<file path="src/rtl/seven_segment_pkg.sv">
// Shared types and constants for the two-digit multiplexed seven-segment display.
package seven_segment_pkg;

  typedef enum logic [1:0] {
    BLANK0 = 2'd0,
    SHOW0  = 2'd1,
    BLANK1 = 2'd2,
    SHOW1  = 2'd3
  } mux_state_t;

  localparam logic [6:0] SEG_OFF   = 7'b1111111;
  localparam logic [1:0] ANODE_OFF = 2'b11;

endpackage

</file>
<file path="src/rtl/seven_segment_display.sv">
// Hex value to active-low seven-segment glyph, segments ordered {g,f,e,d,c,b,a}.
module seven_segment_display (
  input  logic [3:0] value,
  output logic [6:0] segments
);

  always_comb begin
    segments = 7'b1111111;
    case (value)
      4'h0: segments = 7'b1000000;
      4'h1: segments = 7'b1111001;
      4'h2: segments = 7'b0100100;
      4'h3: segments = 7'b0110000;
      4'h4: segments = 7'b0011001;
      4'h5: segments = 7'b0010010;
      4'h6: segments = 7'b0000010;
      4'h7: segments = 7'b1111000;
      4'h8: segments = 7'b0000000;
      4'h9: segments = 7'b0010000;
      4'hA: segments = 7'b0001000;
      4'hB: segments = 7'b0000011;
      4'hC: segments = 7'b1000110;
      4'hD: segments = 7'b0100001;
      4'hE: segments = 7'b0000110;
      4'hF: segments = 7'b0001110;
      default: segments = 7'b1111111;
    endcase
  end

endmodule

</file>
<file path="src/rtl/seven_segment_mux_controller.sv">
// Two-digit time-multiplexed seven-segment driver with blanking gaps between digits.
// Optional build macro SEVSEG_LEADING_ZERO_BLANK_EN blanks digit 1 when it is zero.
module seven_segment_mux_controller
  import seven_segment_pkg::*;
#(
  parameter int SHOW_CYCLES  = 24000,
  parameter int BLANK_CYCLES = 16
) (
  input  logic       clk,
  input  logic       reset,
  input  logic       enable,
  input  logic [3:0] digit0,
  input  logic [3:0] digit1,
  output logic [6:0] segments,
  output logic [1:0] anode,
  output logic       frame_done
);

  localparam int MAX_DWELL = (SHOW_CYCLES > BLANK_CYCLES) ? SHOW_CYCLES : BLANK_CYCLES;
  localparam int CNT_W     = $clog2(MAX_DWELL) + 1;
  localparam logic [CNT_W-1:0] SHOW_LAST  = CNT_W'(SHOW_CYCLES - 1);
  localparam logic [CNT_W-1:0] BLANK_LAST = CNT_W'(BLANK_CYCLES - 1);

  mux_state_t       state, state_n;
  logic [CNT_W-1:0] cnt, cnt_n;
  logic [3:0]       digit0_q, digit1_q;
  logic             fresh, fresh_n;
  logic             latch_digits;
  logic [3:0]       dec_value;
  logic [6:0]       dec_segments;

  always_ff @(posedge clk) begin
    if (!reset) begin
      state    <= BLANK0;
      cnt      <= '0;
      digit0_q <= 4'h0;
      digit1_q <= 4'h0;
      fresh    <= 1'b1;
    end else begin
      state <= state_n;
      cnt   <= cnt_n;
      fresh <= fresh_n;
      if (latch_digits) begin
        digit0_q <= digit0;
        digit1_q <= digit1;
      end
    end
  end

  // Frame sequencing; a restart after reset or disable latches on its first enabled edge.
  always_comb begin
    state_n      = state;
    cnt_n        = cnt + 1'b1;
    latch_digits = fresh;
    fresh_n      = 1'b0;
    case (state)
      BLANK0: if (cnt == BLANK_LAST) begin state_n = SHOW0;  cnt_n = '0; end
      SHOW0:  if (cnt == SHOW_LAST)  begin state_n = BLANK1; cnt_n = '0; end
      BLANK1: if (cnt == BLANK_LAST) begin state_n = SHOW1;  cnt_n = '0; end
      SHOW1:  if (cnt == SHOW_LAST) begin
        state_n      = BLANK0;
        cnt_n        = '0;
        latch_digits = 1'b1;
      end
      default: begin state_n = BLANK0; cnt_n = '0; end
    endcase
    if (!enable) begin
      state_n      = BLANK0;
      cnt_n        = '0;
      latch_digits = 1'b0;
      fresh_n      = 1'b1;
    end
  end

  assign dec_value = (state == SHOW1) ? digit1_q : digit0_q;

  seven_segment_display u_decoder (
    .value    (dec_value),
    .segments (dec_segments)
  );

  always_comb begin
    anode      = ANODE_OFF;
    segments   = SEG_OFF;
    frame_done = (state == SHOW1) && (cnt == SHOW_LAST);
    if (state == SHOW0) begin
      anode    = 2'b10;
      segments = dec_segments;
    end else if (state == SHOW1) begin
`ifdef SEVSEG_LEADING_ZERO_BLANK_EN
      if (digit1_q != 4'h0) begin
        anode    = 2'b01;
        segments = dec_segments;
      end
`else
      anode    = 2'b01;
      segments = dec_segments;
`endif
    end
  end

endmodule

</file>
<file path="config.mk">
export PLATFORM = sky130hd
export DESIGN_NAME = seven_segment_mux_controller
export DESIGN_NICKNAME = d
export VERILOG_FILES = /design/src/rtl/seven_segment_pkg.sv /design/src/rtl/seven_segment_display.sv /design/src/rtl/seven_segment_mux_controller.sv
export SDC_FILE = /design/constraint.sdc
export NUM_CORES = 1
export LEC_CHECK = 0
export BUFFER_PORTS_ARGS = -buffer_cell sky130_fd_sc_hd__buf_2
export CAP_MARGIN = 20
export CORE_MARGIN = 2
export CORE_UTILIZATION = 35
export DETAILED_ROUTE_END_ITERATION = 8
export SLEW_MARGIN = 20
export SYNTH_ARGS = -nofsm -noshare
export SYNTH_HDL_FRONTEND = slang
export SYNTH_HIERARCHICAL = 1
export SYNTH_SLANG_ARGS = --single-unit
</file>
<file path="constraint.sdc">
create_clock -name clk -period 6.2 [get_ports clk]
set_clock_uncertainty 0.2 [all_clocks]
set_input_delay 0.93 -clock clk [delete_from_list [all_inputs] [get_ports clk]]
set_output_delay 0.93 -clock clk [all_outputs]
set_load 0.05 [all_outputs]
</file>
==> results of run 1 <==
-- worst max-delay path, cell delays in order (launching register included) --
cell and delay, ns:
dfxtp_1 0.41, ha_1 0.40, mux2_2 0.43, inv_1 0.15, ha_1 0.20, and2b_2 0.23
or3b_1 0.36, o21ai_0 0.07, or2_2 0.12, buf_2 0.25
-- layout by cell type (no fill, tap or decap), types with 2 or more instances in the layout --
cell type | Yosys | routed
nor3_2 | 10 | 10
nor4_1 | 4 | 4
buf_2 | 1 | 20
ha_1 | 14 | 14
xnor2_1 | 10 | 10
nand4_1 | 3 | 3
o21ai_0 | 2 | 2
or2_2 | 7 | 7
inv_1 | 12 | 12
or4_1 | 3 | 3
nor2_1 | 9 | 9
nor3_1 | 6 | 6
clkbuf_8 | 0 | 3
xor2_1 | 2 | 2
a22o_1 | 2 | 2
mux2i_1 | 14 | 14
dfxtp_1 | 27 | 27
nand3_1 | 8 | 8
nand2_1 | 20 | 20
mux2_2 | 5 | 5
-- report_power, final --
part	internal (mW)	leakage, nW	switching, mW
clock	0.0460	0.0228	0.0540
sequential	0.178	0.219	0.00222
combinational	0.0159	0.458	0.0195
-- sequential cells by signal, indices dropped and copies added, names as in the netlist --
signal / flops
state: 2
fresh: 1
digit0_q: 4
digit1_q: 4
cnt: 16
-- layout make-up --
cell class / count / area (um2)
tap: 67 / 83.8
sequential: 27 / 541
fill: 523 / 2870
inverter: 12 / 45.0
clock buffer: 4 / 45.0
multi-input combinational: 141 / 1130
timing repair buffer: 20 / 100
-- layer usage --
| layer | vias up | part of all wire | GRT usage | wire [um] |
|---|---|---|---|---|
| met5 | - | 0 | 0 | 0 |
| met4 | 0 | 0.011 | 0.0468 | 34 |
| met3 | 2 | 0.020 | 0.0174 | 63 |
| met2 | 14 | 0.47 | 0.210 | 1490 |
| met1 | 619 | 0.50 | 0.165 | 1590 |
| li1 | 689 | - | - | - |
-- worst paths after layout --
check              start          end  slack, ns  cells past startpoint
max             state[0]  segments[0]       2.18                      9
min          digit0_q[2]  digit0_q[2]       0.26                      2
max reg2reg       cnt[0]       cnt[9]       3.96                      5
min reg2reg  digit0_q[2]  digit0_q[2]       0.26                      2
-- metrics by stage --
step                      utilization  std cells  power, mW
after global routing            0.404        271      0.332
after CTS                       0.404        271      0.320
final                           0.404        271      0.315
after floorplan                     -        188      0.212
after global placement          0.395        267      0.220
after detailed placement        0.395        267      0.220
-- cell families (layout without fill, tap and decap cells) --
group                      count (synthesis)  after routing  share of synthesized area
and+or+nand+nor                           81             81                      0.281
DFF                                       27             27                      0.305
muxes                                     21             21                      0.134
buffers and inverters                     20             36                     0.0564
adders and majority gates                 14             14                     0.0987
AOI/OAI and AO/OA                         13             13                     0.0663
xor gates and xnor gates                  12             12                     0.0592
-- Yosys cell counts, drive strengths merged (3+ instances only) --
master	count
nand4	3
nand3	9
or2	7
nor3	16
nand2	20
buf	3
mux2i	14
ha	14
nor2	9
dfxtp	27
clkbuf	5
xnor2	10
nor4	5
mux2	6
or4	4
inv	12
==> results.py, run 1 <==
metrics = {
    "sta": {
        "drv_slew": 0,
        "clock.fmax_mhz": 249,
        "timing_hold_violations_final": 0,
        "fin_crit_ns": 4.02,
        "setup_slack_ns": 2.18,
        "period_share": 0.649,
        "setup_viol": 0,
        "tightest_slew_ns": 0.779,
        "setup_tns_ns": 0,
        "hold_slack_ns": 0.264,
        "max_slew_margin": 0.479,
        "grt_setup_unrepaired": "no",
    },
    "yosys": {
        "syn_inst": 188,
        "synthesis.nets": 213,
        "synth_cell_types": 44,
        "post-synth-top-area-cell": "dfxtp_1",
        "avgSynthCellArea_um2": 9.44,
        "yosys-top-cells-area": "dfxtp_1, ha_1, mux2i_1",
        "synth_top_area_frac": 0.305,
        "seq_area_frac_synth": 0.305,
        "synth_ff_type": "dfxtp_1",
        "syn_area_um2": 1770,
        "synth-edff-count": 0,
        "ys_seq_elements": 27,
        "ys_warn_count": 6,
        "async_reset_ff_frac": 0,
    },
    "place": {
        "place_congestion": 0.787,
        "place_ws_ns": 2.45,
        "placed_area_um2": 1900,
        "portBuffers": 20,
        "hpwl_um": 2350,
    },
    "clocking": {
        "path_clk_slew_ns": 0.09,
        "cts_hold_buf": 0,
        "cts_max_path_buffers": 2,
        "cts_resized": 0,
        "cts_sinks": 27,
        "cts_made_buffers": 3,
        "worstSkewPairLatency_ns": 0.27,
        "cts_tree": "built",
        "htreeDepth": 1,
        "cts_root_buffer": "clkbuf_8",
        "post_cts_buffers": 0,
    },
    "route": {
        "avgRoutedWirePerCell_um": 11.7,
        "viasPerCell": 4.89,
        "wirelength_um": 3170,
        "drtIter0Drc": 31,
        "num_vias": 1324,
        "first_pass_iters": 4,
        "antenna_left": 0,
        "drc": 0,
    },
    "critical_path": {
        "worstPathArrival_ns": 2.89,
        "crit_fanout": 7,
        "required_ns": 5.07,
        "critPathKind": "reg2out",
        "start_kind": "register",
        "cp-end-kind": "primary output",
    },
    "finish": {
        "design_area_um2": 1950,
        "n_antenna_cell": 0,
        "drive_above_1_share": 0.270,
        "area_delta_synth_final_pct": 9.80,
        "fin_nets": 230,
    },
    "die": {
        "die_area_um2": 5650,
        "core-area_um2": 4820,
        "dieWidth_um": 75.2,
        "rows": 25,
        "initial_core_util": 0.368,
        "io_pins": 21,
        "die_h_um": 75.2,
    },
    "power_and_ir_drop": {
        "powerDensity_nw_per_um2": 162,
        "p_leak_nw": 0.700,
        "irDropWorstVdd_v": 0.0000740,
    },
    "grt": {
        "grt_usage": 0.126,
        "grt_pass1_vias": 1273,
        "grt_overflow_total": 0,
        "grt_max_degree": 22,
        "antenna_found_initial": 0,
        "grt_pass1_wl_um": 5530,
    },
    "job": {
        "cap_violations": 0,
    },
    "hold_path": {
        "hp-class": "reg2reg",
    },
    "outcome": {
        "status": "completed",
    },
}
(Power assumes the default switching activity.)
==> inputs of run 2 (changes only) <==
- clock period: 6.2 -> 4.2 ns (I/O delays scaled with it)
==> run 2 against run 1 <==
Via count is 0.23% higher; critical path type unchanged; wire length shrank 1.0%; die area unchanged; first-iteration DRC count rose by 65%; sequential share of layout area unchanged; sequential power grew 47%; critical path depth stayed put; non-clock buffer count is the same; highest routed layer unchanged; count of clock-buffer cells in the layout stayed put.
==> results.py, run 2 (synthesis results as in run 1) <==
metrics = {
    "grt": {
        "grt_pass1_wl_um": 5380,
        "grt_overflow_total": 0,
        "antenna_found_initial": 0,
        "grt_max_degree": 22,
        "grt_pass1_vias": 1211,
        "grt_usage": 0.122,
    },
    "finish": {
        "drive_above_1_share": 0.270,
        "final_common_cell": "dfxtp_1",
        "fill_cells": 511,
        "mostFrequentLayoutCells": "dfxtp_1, nand2_1, buf_2, mux2i_1, ha_1",
        "regMostFlops": "cnt",
        "largest_reg_flops": 16,
        "final_cells": 271,
        "top_regs": "cnt x16, digit0_q x4, digit1_q x4",
        "fin_nets": 230,
        "n_antenna_cell": 0,
        "fin_util": 0.404,
        "area_delta_synth_final_pct": 9.80,
    },
    "power_and_ir_drop": {
        "power_frac_clock": 0.315,
        "irDropWorstVdd_v": 0.000107,
        "swShare": 0.239,
        "power_frac_seq": 0.571,
        "p_leak_nw": 0.700,
        "total_switching_power_mw": 0.111,
        "p_total_mw": 0.464,
        "powerDensity_nw_per_um2": 238,
        "p_int_mw": 0.353,
        "comb_power_share": 0.113,
    },
    "die": {
        "dieWidth_um": 75.2,
        "initial_core_util": 0.368,
        "rows": 25,
        "die_h_um": 75.2,
        "io_pins": 21,
        "core-area_um2": 4820,
        "die_area_um2": 5650,
    },
    "sta": {
        "setup_tns_ns": 0,
        "clock.fmax_mhz": 268,
        "max_slew_margin": 0.486,
        "fin_crit_ns": 3.73,
        "drv_slew": 0,
        "setup_viol": 0,
        "period_share": 0.887,
        "tightest_slew_ns": 0.769,
        "timing_hold_violations_final": 0,
        "hold_slack_ns": 0.260,
        "grt_setup_unrepaired": "no",
    },
    "clocking": {
        "worstSkewPairLatency_ns": 0.27,
        "cts_hold_buf": 0,
        "cts_made_buffers": 3,
        "cts_sinks": 27,
        "cts_root_buffer": "clkbuf_8",
        "cts_resized": 0,
        "cts_tree": "built",
        "path_clk_slew_ns": 0.09,
        "cts_max_path_buffers": 2,
        "htreeDepth": 1,
        "post_cts_buffers": 0,
    },
    "critical_path": {
        "worstPathArrival_ns": 2.90,
        "critPathKind": "reg2out",
        "cp-end-kind": "primary output",
        "reg2reg_depth": 5,
        "startpoint": "state[0]",
        "crit_fanout": 7,
        "r2r_slack_ns": 1.98,
        "r2r_end": "cnt[9]",
        "required_ns": 3.37,
        "regToRegStartpoint": "cnt[0]",
        "start_kind": "register",
    },
    "hold_path": {
        "worstHoldPathCells": 2,
        "min-delay-start": "digit0_q[2]",
        "hp-class": "reg2reg",
        "min_to": "digit0_q[2]",
    },
    "route": {
        "avgRoutedWirePerCell_um": 11.6,
        "first_pass_iters": 4,
        "wirelength_um": 3140,
        "viasPerCell": 4.90,
        "drtIter0Drc": 51,
        "drc": 0,
        "antenna_left": 0,
        "num_vias": 1327,
    },
    "place": {
        "hpwl_um": 2300,
        "place_congestion": 0.788,
        "portBuffers": 20,
        "place_inst": 267,
    },
    "outcome": {
        "status": "completed",
    },
    "job": {
        "cap_violations": 0,
    },
}
-- run 2: cell counts in the layout (fill, tap and decap cells not counted) --
Identical to the previous run, type by type.
-- run 2: metal layers --
metal	wire (um)	vias to the layer above	global-route usage
li1	-	691	-
met3	94	2	0.0174
met5	0	-	0
met4	34	0	0.0409
met1	1550	612	0.164
met2	1460	22	0.201
-- run 2: cell type report --
| type | instances | area (um2) | area share |
|---|---|---|---|
| inverter | 12 | 45.0 | 0.0231 |
| multi-input combinational | 141 | 1130 | 0.582 |
| clock buffer | 4 | 45.0 | 0.0231 |
| tap | 67 | 83.8 | 0.0430 |
| timing repair buffer | 20 | 100 | 0.0514 |
| sequential | 27 | 541 | 0.277 |
-- run 2: power groups by stage --
| stage | Sequential (mW) | Clock (mW) | Combinational, mW |
|---|---|---|---|
| after detailed placement | 0.271 | 0 | 0.0529 |
| final | 0.265 | 0.146 | 0.0526 |
| after global placement | 0.271 | 0 | 0.0526 |
| after CTS | 0.265 | 0.153 | 0.0532 |
| after floorplan | 0.270 | 0 | 0.0428 |
| after global routing | 0.266 | 0.161 | 0.0597 |
-- run 2: through the flow --
step	worst slack (ns)	area, um2
2_1_floorplan	0.963	1770
3_3_place_gp	0.845	1900
3_5_place_dp	0.747	1900
4_1_cts	0.440	1950
5_1_grt	0.278	1950
6_report	0.475	1950
-- run 2: how the worst max path moves through the flow --
stage	end	slack (ns)	cells after the start
floorplan	segments[0]	0.96	9
global placement	segments[0]	0.85	9
detailed placement	segments[0]	0.75	9
CTS	segments[0]	0.44	9
global route	segments[0]	0.28	9
finish	segments[0]	0.47	9
-- run 2: critical path, cell delays in order, from the launching register on --
cell	delay, ns
dfxtp_1	0.42
ha_1	0.39
mux2_2	0.43
inv_1	0.15
ha_1	0.20
and2b_2	0.23
or3b_1	0.37
o21ai_0	0.08
or2_2	0.12
buf_2	0.25
==> inputs of run 3 (changes only) <==
- SYNTH_HIERARCHICAL: 1 -> default
==> run 3 against run 2 <==
Critical path depth down 1; worst hold slack gained 0.0060 ns; sequential share of layout area up 2.3 points; first-iteration DRC count up 69%; register-to-register slack gained 0.06 ns; combinational power is 11% lower; global-route usage increased by 0.35 points; via count fell by 2.9%; area after synthesis is 9.1% lower.
==> results.py, run 3 <==
metrics = {
    "outcome": {
        "status": "completed",
    },
    "job": {
        "cap_violations": 0,
    },
    "sta": {
        "drv_slew": 0,
        "setup_tns_ns": 0,
        "max_slew_margin": 0.643,
        "hold_slack_ns": 0.266,
        "grt_setup_unrepaired": "no",
        "clock.fmax_mhz": 274,
        "fin_crit_ns": 3.64,
        "setup_slack_ns": 0.555,
        "setup_viol": 0,
        "timing_hold_violations_final": 0,
        "period_share": 0.868,
        "tightest_slew_ns": 0.531,
    },
    "yosys": {
        "syn_area_um2": 1610,
        "synthesis.nets": 210,
        "synth_cell_types": 36,
        "seq_area_frac_synth": 0.335,
        "async_reset_ff_frac": 0,
        "yosys.area_share.adder": 0.101,
        "synthSimpleGateAreaFrac": 0.231,
        "synth_xor_area_frac": 0.0760,
        "synth_top_area_frac": 0.335,
        "netlist_top_cells_count": "dfxtp_1, nand2_1, nor2_1, mux2i_1, ha_1",
        "post-synth-top-area-cell": "dfxtp_1",
        "synth_top_family_by_area": "simple AND/OR/NAND/NOR gates",
        "synth_ff_type": "dfxtp_1",
        "yosys-top-cells-area": "dfxtp_1, ha_1, mux2i_1",
        "synth_compound_area_frac": 0.105,
        "avgSynthCellArea_um2": 8.67,
        "syn_inst": 186,
        "synthMuxAreaShare": 0.107,
        "ys_warn_count": 0,
        "yosysMostFrequentCell": "dfxtp_1",
        "ys_seq_elements": 27,
        "synth-edff-count": 0,
    },
    "critical_path": {
        "worstPathArrival_ns": 2.81,
        "cp-end-kind": "primary output",
        "regToRegStartpoint": "cnt[0]",
        "reg2reg_depth": 5,
        "critPathKind": "reg2out",
        "start_kind": "register",
        "required_ns": 3.37,
        "crit_fanout": 9,
        "startpoint": "state[0]",
    },
    "finish": {
        "fin_util": 0.410,
        "largest_reg_flops": 16,
        "multi_input_area_um2": 1000,
        "mostFrequentLayoutCells": "dfxtp_1, nand2_1, buf_2, nor2_1, mux2i_1",
        "fill_cells": 443,
        "seqCellArea_um2": 541,
        "regMostFlops": "cnt",
        "drive_above_1_share": 0.162,
        "n_antenna_cell": 0,
        "area_delta_synth_final_pct": 11.6,
        "final_cells": 256,
        "final_common_cell": "dfxtp_1",
        "fin_nets": 229,
        "top_regs": "cnt x16, digit0_q x4, digit1_q x4",
        "design_area_um2": 1800,
    },
    "power_and_ir_drop": {
        "p_total_mw": 0.457,
        "swShare": 0.235,
        "comb_power_share": 0.102,
        "p_leak_nw": 0.683,
        "power_frac_clock": 0.317,
        "irDropWorstVdd_v": 0.000172,
        "powerDensity_nw_per_um2": 254,
        "total_switching_power_mw": 0.108,
        "p_int_mw": 0.349,
        "power_frac_seq": 0.581,
    },
    "route": {
        "antenna_left": 0,
        "num_vias": 1288,
        "avgRoutedWirePerCell_um": 11.7,
        "first_pass_iters": 4,
        "wirelength_um": 3010,
        "drtIter0Drc": 86,
        "drc": 0,
        "viasPerCell": 5.03,
    },
    "place": {
        "place_ws_ns": 0.859,
        "portBuffers": 20,
        "place_inst": 252,
        "place_congestion": 0.833,
        "placed_area_um2": 1750,
        "hpwl_um": 2240,
    },
    "grt": {
        "grt_usage": 0.125,
        "grt_max_degree": 22,
        "grt_pass1_wl_um": 5340,
        "grt_overflow_total": 0,
        "grt_pass1_vias": 1267,
        "antenna_found_initial": 0,
    },
    "die": {
        "die_h_um": 71.9,
        "rows": 24,
        "core-area_um2": 4380,
        "dieWidth_um": 71.9,
        "initial_core_util": 0.368,
        "die_area_um2": 5170,
        "io_pins": 21,
    },
    "clocking": {
        "worstSkewPairLatency_ns": 0.27,
        "cts_resized": 0,
        "cts_hold_buf": 0,
        "cts_sinks": 27,
        "path_clk_slew_ns": 0.09,
        "cts_max_path_buffers": 2,
        "htreeDepth": 1,
        "post_cts_buffers": 0,
        "cts_made_buffers": 3,
        "cts_tree": "built",
        "cts_root_buffer": "clkbuf_8",
    },
    "hold_path": {
        "min-delay-start": "digit1_q[3]",
        "worstHoldPathCells": 2,
        "hp-class": "reg2reg",
    },
}
-- run 3: changes by cell type after synthesis, sizes merged, moves of 3 or more --
cell    previous run  this run
mux2               6         2
or2                7         1
nor3              16         4
nor2               9        19
o221ai             0         3
nand2             20        24
-- run 3: cells by family (layout without fill, tap and decap cells) --
| logic type | count (synthesis) | count (layout) |
|---|---|---|
| buffers and inverters | 18 | 36 |
| AO/OA/AOI/OAI | 21 | 21 |
| multiplexers | 17 | 17 |
| adder cells (fa/ha/maj) | 13 | 13 |
| flip-flops | 27 | 27 |
| XOR/XNOR | 14 | 14 |
| AND/OR/NAND/NOR | 76 | 76 |
-- run 3: power by group through the flow --
stage,sequential [mW],combinational [mW],clock [mW]
global route,0.267,0.0535,0.159
floorplan,0.271,0.0357,0
finish,0.266,0.0466,0.145
CTS,0.266,0.0470,0.152
detailed placement,0.272,0.0468,0
global placement,0.272,0.0467,0
-- run 3: cell type report --
class,count,area share
Timing Repair Buffer,21,0.0598
Multi-Input combinational cell,141,0.556
Tap cell,52,0.0362
Sequential cell,27,0.300
Inverter,11,0.0229
Clock buffer,4,0.0250
-- run 3: path summary, 6_finish.rpt --
check                           slack, ns     endpoint
worst max-delay path                 0.56  segments[0]
worst min-delay path                 0.27  digit1_q[3]
worst max register to register       2.04      cnt[13]
worst min register to register       0.27  digit1_q[3]
-- run 3: layer usage --
layer / part of all wire / GRT usage / vias to the layer above
met4: 0.0090 / 0.0314 / 0
met2: 0.45 / 0.209 / 23
met1: 0.51 / 0.166 / 579
met5: 0 / 0 / -
met3: 0.035 / 0.0253 / 2
li1: - / - / 684
-- run 3: critical path, cell delays in order, from the launching register on --
cell	delay (ns)
dfxtp_1	0.42
ha_1	0.45
mux2i_1	0.50
inv_1	0.16
ha_1	0.29
or3_1	0.37
o221ai_1	0.07
nand2_1	0.07
buf_2	0.21
